<file path="config.mk">
export PLATFORM = sky130hd
export DESIGN_NAME = memory_arbiter
export DESIGN_NICKNAME = d
export VERILOG_FILES = /design/src/rtl/memory_arbiter.sv
export SDC_FILE = /design/constraint.sdc
export NUM_CORES = 1
export LEC_CHECK = 0
export ABC_AREA = 1
export CAP_MARGIN = 20
export CORE_MARGIN = 1.5
export CORE_UTILIZATION = 45
export DETAILED_ROUTE_END_ITERATION = 10
export PLACE_DENSITY = 0.88
export SYNTH_ARGS = -nofsm -noshare
export SYNTH_HDL_FRONTEND = slang
export SYNTH_SLANG_ARGS = --single-unit
</file>
<file path="constraint.sdc">
create_clock -name CLK -period 12.11 [get_ports CLK]
set_input_delay 2.422 -clock CLK [delete_from_list [all_inputs] [get_ports CLK]]
set_output_delay 2.422 -clock CLK [all_outputs]
set_load 0.005 [all_outputs]
</file>
<file path="src/rtl/memory_arbiter.sv">
`default_nettype none
//============================================================================
// Module      : memory_arbiter
// Description : Single-port RAM arbiter between the pipeline fetch (I) side
//               and the memory-stage (D) side. Exactly one RAM transaction is
//               in flight at a time; D requests win over fetches when both
//               are pending in IDLE. Produces one-cycle ihit/dhit pulses for
//               the hazard unit. A per-transaction watchdog aborts accesses
//               that never see ram_rdy and raises a sticky err flag.
// Ports       :
//   CLK, RST              clock (rising edge), async active-high reset
//   halt                  blocks new fetches; D requests still served
//   iREN, iaddr           fetch request / address (held until ihit)
//   ihit, iload           fetch done pulse / fetched word
//   dREN, dWEN            data read / write request (held until dhit)
//   daddr, dstore         data address / write data
//   dhit, dload           data done pulse / read word
//   ram_ren, ram_wen      RAM strobes, held until ram_rdy
//   ram_addr, ram_store   latched RAM address / write data
//   ram_load, ram_rdy     RAM read data / access-complete
//   err                   sticky timeout flag
// Revision    : 1.0 - initial release
//============================================================================
module memory_arbiter #(
    parameter int ADDR_W  = 32,
    parameter int DATA_W  = 32,
    parameter int TIMEOUT = 255     // legal range 1..255 (8-bit watchdog)
) (
    input  logic              CLK,
    input  logic              RST,
    input  logic              halt,
    input  logic              iREN,
    input  logic [ADDR_W-1:0] iaddr,
    output logic              ihit,
    output logic [DATA_W-1:0] iload,
    input  logic              dREN,
    input  logic              dWEN,
    input  logic [ADDR_W-1:0] daddr,
    input  logic [DATA_W-1:0] dstore,
    output logic              dhit,
    output logic [DATA_W-1:0] dload,
    output logic              ram_ren,
    output logic              ram_wen,
    output logic [ADDR_W-1:0] ram_addr,
    output logic [DATA_W-1:0] ram_store,
    input  logic [DATA_W-1:0] ram_load,
    input  logic              ram_rdy,
    output logic              err
);

    typedef enum logic [2:0] {
        S_IDLE = 3'd0,
        S_IREQ = 3'd1,
        S_DREQ = 3'd2,
        S_IHIT = 3'd3,
        S_DHIT = 3'd4
    } state_t;

    localparam logic [7:0] c_TIMEOUT = 8'(TIMEOUT);

    state_t            r_state,     w_state_next;
    logic [7:0]        r_cnt,       w_cnt_next;
    logic              r_is_write,  w_is_write_next;
    logic              r_ram_ren,   w_ram_ren_next;
    logic              r_ram_wen,   w_ram_wen_next;
    logic [ADDR_W-1:0] r_ram_addr,  w_ram_addr_next;
    logic [DATA_W-1:0] r_ram_store, w_ram_store_next;
    logic              r_ihit,      w_ihit_next;
    logic              r_dhit,      w_dhit_next;
    logic [DATA_W-1:0] r_iload,     w_iload_next;
    logic [DATA_W-1:0] r_dload,     w_dload_next;
    logic              r_err,       w_err_next;

    logic [7:0]        w_cnt_inc;
    logic              w_expired;
    logic              w_dreq;

    // Counter holds the number of strobe cycles already completed; the
    // current strobe cycle is the last one allowed when the increment hits
    // TIMEOUT, so the strobe is high for exactly TIMEOUT cycles.
    assign w_cnt_inc = r_cnt + 8'd1;
    assign w_expired = (w_cnt_inc == c_TIMEOUT);
    assign w_dreq    = dREN | dWEN;

    //------------------------------------------------------------------------
    // Next-state and next-output logic. Every output is a register, so the
    // values computed here appear on the ports one cycle later.
    //------------------------------------------------------------------------
    always_comb begin
        w_state_next     = r_state;
        w_cnt_next       = r_cnt;
        w_is_write_next  = r_is_write;
        w_ram_ren_next   = 1'b0;
        w_ram_wen_next   = 1'b0;
        w_ram_addr_next  = r_ram_addr;
        w_ram_store_next = r_ram_store;
        w_ihit_next      = 1'b0;
        w_dhit_next      = 1'b0;
        w_iload_next     = r_iload;
        w_dload_next     = r_dload;
        w_err_next       = r_err;

        case (r_state)
            S_IDLE: begin
                if (w_dreq) begin
                    // A simultaneous read+write request is treated as a write.
                    w_state_next     = S_DREQ;
                    w_cnt_next       = 8'd0;
                    w_is_write_next  = dWEN;
                    w_ram_addr_next  = daddr;
                    w_ram_store_next = dstore;
                    w_ram_ren_next   = ~dWEN;
                    w_ram_wen_next   = dWEN;
                end else if (iREN && !halt) begin
                    w_state_next    = S_IREQ;
                    w_cnt_next      = 8'd0;
                    w_is_write_next = 1'b0;
                    w_ram_addr_next = iaddr;
                    w_ram_ren_next  = 1'b1;
                end
            end

            S_IREQ: begin
                if (ram_rdy) begin
                    // Data is captured even when the fetch was withdrawn; only
                    // the hit pulse is suppressed.
                    w_state_next = S_IHIT;
                    w_iload_next = ram_load;
                    w_ihit_next  = iREN;
                end else if (w_expired) begin
                    w_state_next = S_IDLE;
                    w_err_next   = 1'b1;
                end else begin
                    w_cnt_next     = w_cnt_inc;
                    w_ram_ren_next = 1'b1;
                end
            end

            S_DREQ: begin
                if (ram_rdy) begin
                    w_state_next = S_DHIT;
                    if (!r_is_write) begin
                        w_dload_next = ram_load;
                    end
                    w_dhit_next = w_dreq;
                end else if (w_expired) begin
                    w_state_next = S_IDLE;
                    w_err_next   = 1'b1;
                end else begin
                    w_cnt_next     = w_cnt_inc;
                    w_ram_ren_next = ~r_is_write;
                    w_ram_wen_next = r_is_write;
                end
            end

            S_IHIT,
            S_DHIT: begin
                w_state_next = S_IDLE;
            end

            default: begin
                w_state_next = S_IDLE;
            end
        endcase
    end

    //------------------------------------------------------------------------
    // State and output registers.
    //------------------------------------------------------------------------
    always_ff @(posedge CLK or posedge RST) begin
        if (RST) begin
            r_state     <= S_IDLE;
            r_cnt       <= 8'd0;
            r_is_write  <= 1'b0;
            r_ram_ren   <= 1'b0;
            r_ram_wen   <= 1'b0;
            r_ram_addr  <= '0;
            r_ram_store <= '0;
            r_ihit      <= 1'b0;
            r_dhit      <= 1'b0;
            r_iload     <= '0;
            r_dload     <= '0;
            r_err       <= 1'b0;
        end else begin
            r_state     <= w_state_next;
            r_cnt       <= w_cnt_next;
            r_is_write  <= w_is_write_next;
            r_ram_ren   <= w_ram_ren_next;
            r_ram_wen   <= w_ram_wen_next;
            r_ram_addr  <= w_ram_addr_next;
            r_ram_store <= w_ram_store_next;
            r_ihit      <= w_ihit_next;
            r_dhit      <= w_dhit_next;
            r_iload     <= w_iload_next;
            r_dload     <= w_dload_next;
            r_err       <= w_err_next;
        end
    end

    assign ihit      = r_ihit;
    assign dhit      = r_dhit;
    assign iload     = r_iload;
    assign dload     = r_dload;
    assign ram_ren   = r_ram_ren;
    assign ram_wen   = r_ram_wen;
    assign ram_addr  = r_ram_addr;
    assign ram_store = r_ram_store;
    assign err       = r_err;

endmodule
`default_nettype wire

</file>
; ---- Yosys cells after proc, flatten, opt, wreduce, memory -nomap -nowiden
; Index checks and enable logic that the tools add are counted.
[totals]
register_bits = 145
latchBits = 0
ram_bits = 0
rom_bits = 0
inputBits = 135
memories = 0
[op_classes]
addsub = 1
mul = 0
div_mod_pow = 0
order_cmp = 0
eq_ne = 6
n_shift = 0
mux = 30
bitwise_logic = 4
reduce_logical = 12
[op_table]
columns = operator, n
row1 = 32-bit 2-to-1 mux, 2
row2 = 8-bit 2-to-1 mux, 4
row3 = 8-bit one-hot mux with 2 select lines, 1
row4 = 1-bit 2-to-1 mux, 15
row5 = 3-bit 2-to-1 mux, 5
row6 = 3-bit one-hot mux with 3 select lines, 1
row7 = 8-bit by 1-bit adder with 8-bit output (second input constant), 1
row8 = 8-bit equality test (second input constant), 1
row9 = 2-bit AND reduction, 3
row10 = 3-bit AND reduction, 2
row11 = 2-bit inequality test (second input constant), 2
row12 = 4-bit AND reduction, 1
row13 = 2-bit nonzero test, 2
row14 = 3-bit by 1-bit equality test with 1-bit output (second input constant), 1
row15 = 3-bit by 2-bit equality test with 1-bit output (second input constant), 1
row16 = 3-bit zero test, 1
row17 = 3-bit inequality test (second input constant), 1
row18 = 1-bit inverter, 3
row19 = 1-bit one-hot mux with 3 select lines, 1
row20 = 1-bit one-hot mux with 2 select lines, 1
row21 = 2-bit OR reduction, 1
row22 = 1-bit logical AND, 1
row23 = 1-bit zero test, 1
row24 = 1-bit bitwise OR, 1

; ---- Depth between registers and ports, before layout
[logic_depth]
word_depth = 5
depth_mapped = 13
depth_no_buf = 13

; ---- Worst setup path before layout
; OpenSTA, ideal clock, no wires.
[synth_timing]
path_kind = input-to-reg
from = in dWEN
to = reg r_ram_store[10], in the netlist ram_store[10]
setup_ns = 0.128
arrival_ns = 3.411
required_ns = 11.982
slack_ns = 8.571
cell_stages = 5
n_path_buf = 1
cell_sequence = nor2_2 > inv_2 > nand2_2 > buf_2 > mux2_1
[synth_between]
elab_chain_cells = 2
[synth_rtl]
columns = element, line
row1 = start: declaration, 37  ; input logic dWEN,
row2 = 1-bit bitwise OR, 83  ; assign w_dreq = dREN | dWEN;
row3 = 2-bit AND reduction (no line), -
row4 = end signal: assignment, 191  ; r_ram_store <= w_ram_store_next;
row5 = end: declaration, 67  ; logic [DATA_W-1:0] r_ram_store, w_ram_store_next;
; No other way between the ends.
; A chain may end at the register's enable or synchronous reset.

; ---- Worst setup path after layout
[layout_timing]
from = in dWEN
to = reg r_ram_store[11], in the netlist ram_store[11]
; Same word-level chain as after synthesis.

==> results.yml <==
setup_path:
  crit_required_ps: 12390
  start_kind: "input pin"
  worstPathCellList: "clkdlybuf4s50_1 > nor2_2 > inv_2 > nand2_2 > mux2_1"
  slowest_stage: "nand2_2"
  path_class: "in -> reg"
  rrSetupSlack_ps: 10100
  end_kind: "flop"
  worst_ep_arrival_time_ps: 4570
  r2r_end: "ram_addr[18]"
  cp_max_fo: 33
  slowest_delay_ps: 590
  rr_worst_depth: 5
  worstReg2RegStart: "r_state[1]"
place:
  post-place-ws_ps: 7360
  dp_hpwl_mm: 11.0
  portBuffers: 267
  gp_congestion: 0.814
  placed_cells: 1027
cts:
  cts_htree_levels: 4
  clock_latency_ps: 410
  clock-sinks: 145
  cts_root_buf: "clkbuf_16"
  ctsResizeCount: 0
  cts.path.max_buffers: 2
  cts_made_buffers: 17
  cts_hold_buf: 0
  cts_tree: "built"
  post_cts_buffers: 0
  path_clk_slew_ps: 60
detailed_routing:
  wl_per_cell_um: 14.5
  ant_nets: 0
  drcViolationCount: 0
  dr_total_vias: 5195
  drt-initial-drc-count: 383
  wl_mm: 15.4
  via_per_inst: 4.90
  first_pass_iters: 5
timing:
  finalWorstSetupSlack_ps: 7820
  period_share: 0.354
  setup_viol: 0
  worstMarginPinSlew_ps: 952
  worst_hold_slack_ps: 484
  slew_viol_final: 0
  grt_setup_unrepaired: "no"
  min_period_ps: 4290
  hold_viol_final: 0
  fmax_mhz: 233
  clock-skew-final_ps: 6.80
  fin_setup_tns_ps: 0
  relSlewSlack: 0.365
floorplanning:
  ios: 268
  die_w_um: 119
  core_area_um2: 13100
  dieArea_um2: 14100
  start_util: 0.457
  fp.dieH_um: 119
  rows: 42
global_routing:
  met1_usage: 0.267
  grt_use_met2: 0.391
  grt_pass1_vias: 5120
  antenna_found_initial: 0
  use_met3: 0.0724
  grt_max_degree: 76
  grt-ovfl-total: 0
  busiest_layer: "met2"
  grt_pass1_wl_mm: 25.2
  grt_usage: 0.228
synthesis:
  synth_seq_cells: 145
  synth.distinct_cells: 30
  synth-xor-area-share: 0
  synth_compound_area_frac: 0.102
  syn_area_per_cell_um2: 9.83
  synth_top_family_by_area: "simple AND/OR/NAND/NOR gates"
  synth_cells: 611
  syn_nets: 748
  netlist_area_um2: 6010
  synth_warnings: 0
  yosysSeqAreaShare: 0.604
  yosys.area_share.simple: 0.176
  synth_mux_area_frac: 0.0600
  synthAdderAreaFrac: 0.00417
hold_path:
  hold_end: "iload[26]"
  hp-start: "iload[26]"
  hold-path-cell-count: 2
  worstHoldPathType: "reg -> reg"
final_layout:
  layout.nets: 1009
  fill_cells: 985
  syn_to_final_growth_pct: 56.4
  layout-drive-gt1-share: 0.0768
  antenna_cells: 0
  instances_no_fill: 1061
job:
  maxCapViolations: 0
status:
  status: "finished, final reports clean"
power:
  power_density_nw_per_um2: 239
  total_power_mw: 2.25
  ir_drop_mv: 0.136
  power.leakage_nw: 4.19
==> layout by cell type, fill, tap and decap left out, drive strengths merged <==
cell type and count:
a21oi 4, a31oi 32, buf 4, bufinv 1, clkbuf 17, clkdlybuf4s50 267
clkinv 4, clkinvlp 2, dfrtp 145, ha 2, inv 58, mux2 32
nand2 177, nand3 13, nand4 3, nor2 49, nor3 3, o2111ai 1
o21ai 68, o21bai 3
==> cell type report <==
class,count,area [um^2],share of cell area
flip-flops and latches,145,3630,0.386
well taps,176,220,0.0234
repair buffers,271,2730,0.290
multi-input cells,387,2050,0.219
clock buffers,17,425,0.0453
clock inverters,15,149,0.0158
inverters,50,193,0.0205
==> worst max-delay path, delay by kind of cell <==
| kind | cells | cell delay (ps) |
|---|---|---|
| buffers and inverters | 2 | 940 |
| muxes | 1 | 530 |
| and+or+nand+nor | 2 | 660 |
==> registers in the layout, summed over array words and instances (netlist names) <==
signal,flops
ihit,1
ram_addr,32
r_state,3
ram_wen,1
r_is_write,1
ram_store,32
dload,32
iload,32
ram_ren,1
dhit,1
err,1
r_cnt,8
==> cells in the mapped netlist <==
master / instances / area share
mux2_1: 29 / 0.054
buf_2: 16 / 0.013
inv_2: 7 / 0.0044
ha_1: 2 / 0.0042
nand3_1: 11 / 0.0092
o21bai_1: 1 / 0.0013
nand2_4: 5 / 0.0094
o21ai_1: 48 / 0.040
a31oi_1: 32 / 0.033
nor3_1: 1 / 0.00083
o21bai_2: 2 / 0.0037
nand4_1: 3 / 0.0031
nor2_2: 2 / 0.0021
a21oi_1: 3 / 0.0025
nand3_4: 1 / 0.0029
buf_4: 3 / 0.0037
nand2_1: 168 / 0.10
mux2_2: 3 / 0.0056
nor2_4: 2 / 0.0037
nor2_1: 45 / 0.028
o21ai_0: 20 / 0.017
inv_1: 43 / 0.027
buf_1: 1 / 0.00062
dfrtp_1: 145 / 0.60
nor3_4: 2 / 0.0054
clkbuf_1: 9 / 0.0056
nand2_2: 4 / 0.0042
a21oi_4: 1 / 0.0027
nand3_2: 1 / 0.0017
o2111ai_1: 1 / 0.0015
==> per-stage QoR <==
step	util	cell area, um^2
detailed placement	0.668	8780
floorplan	-	6010
global route	0.715	9400
finish	0.715	9400
global placement	0.668	8780
CTS	0.712	9360
==> how the worst max path moves through the flow <==
stage                     startpoint            end  slack [ps]  depth (start not counted)
final                           dWEN  ram_store[11]        7820                          5
after global placement          dWEN   ram_store[9]        7470                          5
after global routing            dWEN  ram_store[11]        7630                          5
after CTS                       dWEN  ram_store[11]        7800                          5
after detailed placement        dWEN  ram_store[11]        7360                          5
after floorplan                  RST           dhit        5790                          1
==> layer usage <==
| metal | vias to the layer above | wire length [um] |
|---|---|---|
| li1 | 2519 | - |
| met1 | 2412 | 6130 |
| met2 | 233 | 7650 |
| met3 | 31 | 1220 |
| met4 | 0 | 425 |
| met5 | - | 0 |
==> report_power, final <==
group / internal (mW) / switching, mW / total [mW]
Sequential: 0.703 / 0.122 / 0.825
Combinational: 0.539 / 0.381 / 0.920
Clock: 0.289 / 0.213 / 0.502
==> kinds of logic (layout without fill, tap and decap cells) <==
kind of cell	Yosys count	count (layout)
mux	32	32
flops	145	145
fa+ha+maj	2	2
compound gates	108	108
simple gates	245	245
buf+inv	79	353
(Power assumes the default switching activity.)
